$ cat src/rtl/store_buffer.sv
// store_buffer: write-side store queue between the MEM-stage store path and
// the data memory write port. Stores drain in order, one per cycle, whenever
// the memory port is free. Loads probing a buffered word get the youngest
// buffered bytes for each lane, so they never see stale memory data.
// Optional feature macro: SB_TRACE_EN prints one line per committed drain.
//
// Handshakes:
//   store side: a store is taken at a rising edge where st_valid && st_ready.
//     st_ready depends only on registered state (not full) and never on the
//     pop in the same cycle.
//   memory side: the head entry is always shown on dm_*; it is written and
//     popped at a rising edge where dm_we (= !empty && dm_ready) is high.
module store_buffer #(
  parameter int DEPTH = 4,
  parameter int AW    = 32
) (
  input  logic                     clk,
  input  logic                     reset,
  input  logic                     st_valid,
  input  logic [AW-1:0]            st_addr,
  input  logic [31:0]              st_data,
  input  logic [3:0]               st_be,
  input  logic [31:0]              st_pc,
  output logic                     st_ready,
  input  logic                     ld_valid,
  input  logic [AW-1:0]            ld_addr,
  output logic [3:0]               fwd_be,
  output logic [31:0]              fwd_data,
  output logic                     fwd_hit,
  input  logic                     dm_ready,
  output logic                     dm_we,
  output logic [AW-1:0]            dm_addr,
  output logic [31:0]              dm_wdata,
  output logic [3:0]               dm_be,
  output logic [31:0]              dm_pc,
  output logic                     empty,
  output logic [$clog2(DEPTH):0]   count
);

  localparam int IW = $clog2(DEPTH);
  localparam int PW = IW + 1;

  // Pointers carry one extra MSB so full and empty can be told apart.
  logic [PW-1:0] r_head;
  logic [PW-1:0] r_tail;
  logic [PW-1:0] r_count;
  logic          r_empty;
  logic [DEPTH-1:0] r_valid;

  logic [AW-3:0] r_waddr [DEPTH];
  logic [31:0]   r_data  [DEPTH];
  logic [3:0]    r_be    [DEPTH];
  logic [31:0]   r_pc    [DEPTH];

  logic          w_full;
  logic          w_push;
  logic          w_pop;
  logic [IW-1:0] w_head_idx;
  logic [IW-1:0] w_tail_idx;
  logic [PW-1:0] w_count_nxt;
  logic [IW-1:0] w_fwd_idx;
  logic          w_unused;

  assign w_head_idx  = r_head[IW-1:0];
  assign w_tail_idx  = r_tail[IW-1:0];
  assign w_full      = (r_head[IW-1:0] == r_tail[IW-1:0]) && (r_head[IW] != r_tail[IW]);
  assign st_ready    = !w_full;
  assign w_push      = st_valid && !w_full;
  assign dm_we       = !r_empty && dm_ready;
  assign w_pop       = dm_we;
  assign w_count_nxt = r_count + PW'(w_push) - PW'(w_pop);

  assign dm_addr  = {r_waddr[w_head_idx], 2'b00};
  assign dm_wdata = r_data[w_head_idx];
  assign dm_be    = r_be[w_head_idx];
  assign dm_pc    = r_pc[w_head_idx];
  assign empty    = r_empty;
  assign count    = r_count;
  assign fwd_hit  = |fwd_be;

  // Byte-offset bits of both addresses are intentionally ignored.
  assign w_unused = &{1'b0, st_addr[1:0], ld_addr[1:0]};

  // Pointer, occupancy and valid-bit state; reset drops every queued store.
  always_ff @(posedge clk or negedge reset) begin
    if (!reset) begin
      r_head  <= '0;
      r_tail  <= '0;
      r_count <= '0;
      r_empty <= 1'b1;
      r_valid <= '0;
    end else begin
      if (w_push) begin
        r_tail              <= r_tail + PW'(1);
        r_valid[w_tail_idx] <= 1'b1;
      end
      if (w_pop) begin
        r_head              <= r_head + PW'(1);
        r_valid[w_head_idx] <= 1'b0;
      end
      r_count <= w_count_nxt;
      r_empty <= (w_count_nxt == '0);
    end
  end

  // Entry payload write at the tail; contents are meaningless until valid.
  always_ff @(posedge clk) begin
    if (w_push) begin
      r_waddr[w_tail_idx] <= st_addr[AW-1:2];
      r_data[w_tail_idx]  <= st_data;
      r_be[w_tail_idx]    <= st_be;
      r_pc[w_tail_idx]    <= st_pc;
    end
  end

  // Forwarding: walk oldest to youngest so younger matching lanes win.
  always_comb begin
    fwd_be    = '0;
    fwd_data  = '0;
    w_fwd_idx = '0;
    if (ld_valid) begin
      for (int k = 0; k < DEPTH; k++) begin
        w_fwd_idx = w_head_idx + IW'(k);
        if ((PW'(k) < r_count) && r_valid[w_fwd_idx] &&
            (r_waddr[w_fwd_idx] == ld_addr[AW-1:2])) begin
          for (int i = 0; i < 4; i++) begin
            if (r_be[w_fwd_idx][i]) begin
              fwd_be[i]         = 1'b1;
              fwd_data[8*i +: 8] = r_data[w_fwd_idx][8*i +: 8];
            end
          end
        end
      end
    end
  end

`ifdef SB_TRACE_EN
  logic [31:0] w_trace_data;
  assign w_trace_data = dm_wdata & {{8{dm_be[3]}}, {8{dm_be[2]}}, {8{dm_be[1]}}, {8{dm_be[0]}}};

  // Emit one line per committed drain, disabled lanes shown as zero.
  always_ff @(posedge clk) begin
    if (dm_we) $display("%d@%h: *%h <= %h", $time, dm_pc, dm_addr, w_trace_data);
  end
`endif

endmodule

$ cat config.mk
export PLATFORM = sky130hd
export DESIGN_NAME = store_buffer
export DESIGN_NICKNAME = d
export VERILOG_FILES = /design/src/rtl/store_buffer.sv
export SDC_FILE = /design/constraint.sdc
export NUM_CORES = 1
export LEC_CHECK = 0
export BUFFER_PORTS_ARGS = -buffer_cell sky130_fd_sc_hd__buf_4
export CAP_MARGIN = 15
export CELL_PAD_IN_SITES_DETAIL_PLACEMENT = 1
export CELL_PAD_IN_SITES_GLOBAL_PLACEMENT = 1
export CORE_MARGIN = 1.5
export CORE_UTILIZATION = 50
export CTS_CLUSTER_DIAMETER = 120
export DETAILED_ROUTE_END_ITERATION = 10
export PLACE_DENSITY_LB_ADDON = 0.25
export SLEW_MARGIN = 20
export SYNTH_ARGS = -nofsm -noshare
export SYNTH_HDL_FRONTEND = slang
export SYNTH_SLANG_ARGS = --single-unit
$ cat constraint.sdc
create_clock -name clk -period 6.3 [get_ports clk]
set_input_delay 0.63 -clock clk [delete_from_list [all_inputs] [get_ports clk]]
set_output_delay 0.63 -clock clk [all_outputs]
set_load 0.05 [all_outputs]
### Word-level counts from Yosys, hierarchy flattened

Memories as Yosys holds them, arrays and structs flattened.
Index checks and enable logic that the tools add are counted.

| word-level totals | value |
|---|---|
| logic and storage cells | 111 |
| memories | 4 |
| register bits after elaboration | 14 |
| output and inout port bits | 143 |
| RAM bits | 392 |
| input port bits | 137 |

| cells by class | value |
|---|---|
| eq/ne operators | 6 |
| $lt $le $gt $ge | 11 |
| reduce and logical (&&, ||, !) cells | 17 |
| bitwise gates (word level) | 3 |
| mux-type cells | 58 |
| $add $sub $neg | 7 |

Memory list:

| name | words | bits a word | read ports | clocked after Yosys merged registers in | write ports | RTL line | RTL |
|---|---|---|---|---|---|---|---|
| r_data | 4 | 32 | 4 | 0 | 1 | 51 | `logic [31:0] r_data [DEPTH];` |
| r_pc | 4 | 32 | 1 | 0 | 1 | 53 | `logic [31:0] r_pc [DEPTH];` |
| r_waddr | 4 | 30 | 4 | 0 | 1 | 50 | `logic [AW-3:0] r_waddr [DEPTH];` |
| r_be | 4 | 4 | 4 | 0 | 1 | 52 | `logic [3:0] r_be [DEPTH];` |

Operators with widths:

| operator | number |
|---|---|
| 32-bit 2-to-1 mux | 5 |
| 8-bit 2-to-1 mux | 16 |
| 30-bit == test | 4 |
| 4-bit 2-to-1 mux | 7 |
| 1-bit 2-to-1 mux | 24 |
| 2-bit by 3-bit less-than comparator with 1-bit output, second input constant | 5 |
| 1-bit logical AND | 13 |
| 1-bit binary-select mux with 2-bit select | 4 |
| 3-bit by 1-bit adder with 3-bit output, second input constant | 2 |
| 1-bit by 3-bit less-than comparator with 1-bit output, first input constant | 2 |
| 2-bit by 3-bit less-than comparator with 1-bit output, first input constant | 2 |
| 2-bit adder, second input constant | 2 |
| 4-bit AND | 1 |
| 1-bit demux with 2-bit select | 2 |
| 2-bit by 1-bit greater-or-equal comparator with 1-bit output, second input constant | 2 |
| 4-bit NOT | 1 |
| 4-bit OR | 1 |
| 4-bit OR reduction | 1 |
| 3-bit by 1-bit adder with 3-bit output | 1 |
| 3-bit zero test | 1 |
| 3-bit by 1-bit subtractor with 3-bit output | 1 |
| 2-bit by 1-bit adder with 2-bit output, second input constant | 1 |
| 2-bit == test | 1 |
| 1-bit zero test | 2 |
| 1-bit inequality test | 1 |

### Logic depth before layout (Yosys ltp)

| logic depth | value |
|---|---|
| word-level depth | 13 |
| mapped depth | 20 |
| gate-level depth less buffers | 11 |

### Least setup slack after synthesis

OpenSTA, ideal clock, no wires.

| timing | value |
|---|---|
| path type | reg2reg |
| start | register r_head[0] |
| end | memory r_be[3][0], enable pin |
| library setup time | 0.471 ns |
| path buffers | 9 |
| arrival time | 5.140 ns |
| clock period less this slack | 5.611 ns |
| slack | 0.689 ns |
| stages on the path, launching flop included | 13 |
| data required time | 5.829 ns |
| path through | dfrtp_1 > buf_6 > buf_12 > buf_6 > buf_2 > buf_4 > buf_4 > buf_4 > buf_2 > buf_2 > xnor2_1 > nand3_1 > and3_1 |

| between the ends | value |
|---|---|
| cells in the longest elaborated chain, start to end | 6 |

Ends and longest elaborated chain:

| what | RTL line | RTL |
|---|---|---|
| start: declaration | 44 | `logic [PW-1:0] r_head;` |
| start signal: assignment | 98 | `r_head <= r_head + PW'(1);` |
| 2-bit == test | 66 | `assign w_full = (r_head[IW-1:0] == r_tail[IW-1:0]) && (r_head[IW] != r_tail[IW]);` |
| 1-bit logical AND | 66 |  |
| 1-bit zero test | n/a |  |
| named net st_ready | 24 | `output logic st_ready,` |
| 1-bit logical AND | 68 | `assign w_push = st_valid && !w_full;` |
| 1-bit 2-to-1 mux | 108 | `if (w_push) begin` |
| 1-bit 2-to-1 mux (implied by the code) | 111 | `r_be[w_tail_idx] <= st_be;` |
| end: declaration | 52 |  |

The timed path passes the listed nets, and every way through them passes these cells.

### Worst setup path in the final report

| timing | value |
|---|---|
| start | register r_head[0] |
| end | output port fwd_data[19] |

| between the ends | value |
|---|---|
| cells in the longest elaborated chain, start to end | 12 |
| elaborated cells between the ends (all ways) | 35 |
| those cells by class | add/sub (3); eq/ne (4); mux (17); reduce/logical (8); memory (3) |

Ends and longest elaborated chain:

| what | RTL line | RTL |
|---|---|---|
| parallel branches: the longest is 10 deep, another holds memory 4 x 30 bit | n/a |  |
| 32-bit 2-to-1 mux (*) | 124 | `if ((PW'(k) < r_count) && r_valid[w_fwd_idx] &&` |
| 32-bit 2-to-1 mux (*) | 121 | `if (ld_valid) begin` |
| end: declaration | 28 | `output logic [31:0] fwd_data,` |

Mark *: on every way between the ends. The select of a mux whose other input is x is not followed.

==> results.txt <==
----------------------------------------------------
[CTS]
  Clock transition time at the flip-flop clock pins of the worst setup and hold paths ... 0.06 ns
  TritonCTS clock tree ... done
  CTS sink count ... approximately 400
  Depth of the CTS H-tree ... 2
  Number of buffers inserted during clock tree synthesis ... 43
  Clk Tree Root Cell ... clkbuf_16
  Buffers from clock root to sink, at most ... 3
  Insertion delay to the later sink of the worst-skew pair ... 0.57 ns

[Route]
  Via count normalized by instance count ... 6.66
  Wire length per cell after detailed routing ... roughly 29 microns
  DRC violation count after routing ... 0
  Overall routed net length ... 69200 microns
  Detailed-router iteration count before antenna repair ... 6
  Vias ... about 16000
  1st-iter DRT viols ... 1421
  Antenna Violating Nets Remaining ... 0

[Placement]
  Number of input and output port buffers inserted ... 273
  Final weighted congestion of routability-driven global placement ... 0.926
  Place WS ... roughly 0.67 ns
  Half-perimeter wire length of the detailed placement result ... roughly 48000 microns

[Layout]
  Area overhead of the layout relative to synthesis ... 17.3%
  Fin util ... between 50% and 60%
  Fill cell count ... 4265
  Final nets ... 1868
  Ratio of cells with drive above 1 in the final layout ... 38.6%

[Pwr]
  Switching portion of total power ... 43.2%
  Fraction of power consumed by the clock network ... ~17%
  Maximum ir drop on the vdd rail ... 0.000413 V
  Switch Pwr ... 6.92 mW
  Cell-internal power ... 9.11 mW
  Design Power ... 16.0 mW
  Comb pwr share ... between 50% and 60%
  Sequential share of power ... between 20% and 30%
  Leakage power summed over all cells ... 9.88 nW
  Total power per unit cell area ... 573 nW/um^2

[Setup path]
  Largest driver fanout on the critical path ... 40
  Endpoint class of the critical path ... output port
  Path type of the worst setup path ... reg -> out
  Delay-heaviest family, CP ... buffers and inverters
  Type of element launching the critical path ... flip-flop
  Launching element of the worst setup path ... r_head[0]
  Launching point of the worst reg2reg path ... r_head[1]
  Library cell appearing most often on the critical path ... buf_4
  Required time at the worst-slack endpoint ... 5.67 ns
  Critical-path cell list ... inv_1 > ha_4 > buf_4 > buf_12 > mux4_2 > xnor2_1 > nand4_1 > nor4_1 > buf_4 > nand4_1 > buf_4 > o2111ai_1 > buf_4 > nor2b_1 > a221o_1 > buf_4
  Critical path's slowest cell ... dfrtp_4
  CP Data Arrival Time ... 5.41 ns
  Largest stage delay on the critical path ... between 0.6 and 0.7 ns
  Crit path buffers/inverters ... 7

[STA]
  Fmax ... 0.166 GHz
  Worst hold margin ... 0.251 ns
  Setup Total Neg Slack ... 0 ns
  Final critical path time including I/O delays and setup ... 6.04 ns
  Final setup violation count ... 0
  Clock skew after layout ... roughly 0.018 ns
  Worst slew margin relative to its limit ... 27.1%
  Fin. Hold Viols ... 0
  Slew at the pin with the worst max-slew slack ... 1.09 ns
  Crit path setup slack, layout ... approximately 0.26 ns
  Final number of max-transition violations ... 0
  RSZ-0062 raised after global routing ... false
  Final Cycle Share ... 95.9%

[Synthesis]
  Most used DFF post-synth ... edfxtp_1
  Sequential element share of the synthesized area ... 50.8%
  Synth warnings ... 0
  Area fraction of the dominant cell type after synthesis ... 49.3%
  Number of standard cells after synthesis ... 1470
  EDFF count, synth ... 392
  Post-synthesis cell type with the largest combined area ... edfxtp_1
  Synthesized flop and latch total ... 406
  Post-synthesis cell area ... 23900 sq um
  Async set-reset flop share out of synthesis ... under 10%
  Mean instance size in the synthesized netlist ... 16.2 sq um
  Ranking of synthesized cells by area ... edfxtp_1 49%, mux4_2 23%, mux2i_1 4.7%
  Number of different library cells in the post-synthesis netlist ... 80

[Global route]
  Pin count of the biggest net entering global routing ... 137
  Fraction of met1 tracks used by global routing ... 38.0%
  Global router's overall resource usage ... 28.1%
  Global-route wire length before repair ... between 100000 and 150000 microns
  Grt ovf ... 0
  Met2 global-route usage ... 45.4%
  Met3 Resource Use GR ... 6.90%
  Most crowded layer after global routing ... met2
  Antenna violations before repair ... 7
  Vias in the first global route ... around 17000

[Floorplanning]
  Number of core rows ... 79
  Die Footprint ... 49100 sq um
  I/O pin cnt ... 280
  Core footprint ... 46900 sq um
  Die X-Extent ... 221 microns
  Die boundary height ... about 220 microns
  Initial cell density of the core ... about half

[Worst hold path]
  Hold crit path type ... in -> reg
  Startpoint of the worst hold path ... st_pc[0]

[Run]
  Max-Cap Viols ... 0

[Outcome]
  Run status ... complete, no violations

----------------------------------------------------
[power groups by stage]
| stage | Sequential [mW] | Clock (mW) | Combinational [mW] |
|---|---|---|---|
| 3_5_place_dp | 4.22 | 0 | 9.13 |
| 6_report | 4.16 | 2.65 | 9.22 |
| 4_1_cts | 4.18 | 2.69 | 9.18 |
| 2_1_floorplan | 4.07 | 0 | 7.00 |
| 3_3_place_gp | 4.15 | 0 | 9.02 |
| 5_1_grt | 4.22 | 2.77 | 9.69 |
[cell usage in the layout, fill, tap and decap left out, types with 10 or more instances in the layout]
master	count
nor3_1	30
edfxtp_1	392
a221o_1	26
mux2_1	11
o22ai_1	14
and2_1	19
dfrtp_1	11
buf_4	307
xor2_1	25
mux2_2	25
nand4_1	17
nor3b_1	12
mux2i_1	111
mux4_2	244
a21oi_1	13
xnor2_1	81
nand2_1	45
a211oi_1	10
nor2_1	13
nand3_1	17
ha_1	11
nor2b_1	15
o221ai_1	12
inv_1	57
o21ai_0	13
clkbuf_16	45
[path summary, 6_finish.rpt]
path / to / slack [ns] / depth (start not counted)
max: fwd_data[19] / 0.26 / 16
min: r_pc[0][0] / 0.25 / 1
max reg2reg: empty / 2.38 / 13
min reg2reg: r_tail[2] / 0.49 / 1
max in group asynchronous: empty / 5.58 / 2
min in group asynchronous: r_tail[0] / 0.47 / 2
[logic make-up after synthesis]
logic type,count (synthesis),share of synthesized area [%]
flip-flops,406,50.8
multiplexers,404,30.5
AND/OR/NAND/NOR,210,5.08
buffers and inverters,173,3.65
AO/OA/AOI/OAI,157,5.33
XOR/XNOR,106,3.89
adder cells (fa/ha/maj),13,0.713
other,1,0.0157
[state kept, by name, indices dropped and copies added, names as in the netlist]
name     count
r_pc       128
r_head       3
count        3
r_valid      4
r_data     128
r_tail       3
r_be        16
r_waddr    120
empty        1
[metal layers]
metal  vias up  routed length, microns
met5         -                      81
met4        12                    1800
met3       126                    5760
met2       697                   33400
met1      8245                   28200
li1       6618                       -
[metrics by stage]
step	area, sq um	std cells
6_report	28000	2357
5_1_grt	28000	2357
4_1_cts	27900	2353
3_5_place_dp	26400	2276
3_3_place_gp	26400	2276
2_1_floorplan	23900	1471
[final cells by class]
| type | instances | area, sq um | share of cell area, % |
|---|---|---|---|
| antenna | 1 | 2.50 | 0.00894 |
| clock buffer | 53 | 1160 | 4.13 |
| clock inverter | 23 | 310 | 1.11 |
| inverter | 59 | 221 | 0.791 |
| multi-input combinational | 892 | 10900 | 39.1 |
| sequential | 406 | 12100 | 43.3 |
| tap | 607 | 759 | 2.71 |
| timing repair buffer | 316 | 2480 | 8.85 |
[cell usage after synthesis (all sizes together) (5+ instances only)]
cell type and instances:
a211oi 11, a21oi 13, a221o 26, a22oi 9, a2bb2oi 10, and2 19
and3 5, buf 83, clkbuf 31, dfrtp 13, edfxtp 392, ha 12
inv 57, mux2 42, mux2i 111, mux4 251, nand2 45, nand3 17
nand4 18, nor2 13, nor2b 15, nor3 31, nor3b 12, nor4 11
o2111ai 8, o211ai 9, o21ai 13, o221ai 12, o22ai 14, xnor2 81
xor2 25
[repair_timing]
item | CTS | global route
endpoints found under the setup margin | 0 | 34
hold endpoints to repair | 13 | 0
resized for setup | 0 | 2
hold buffers | 1 | 0
setup buffers | 0 | 3
No activity file was read; power rests on OpenSTA's default activity.
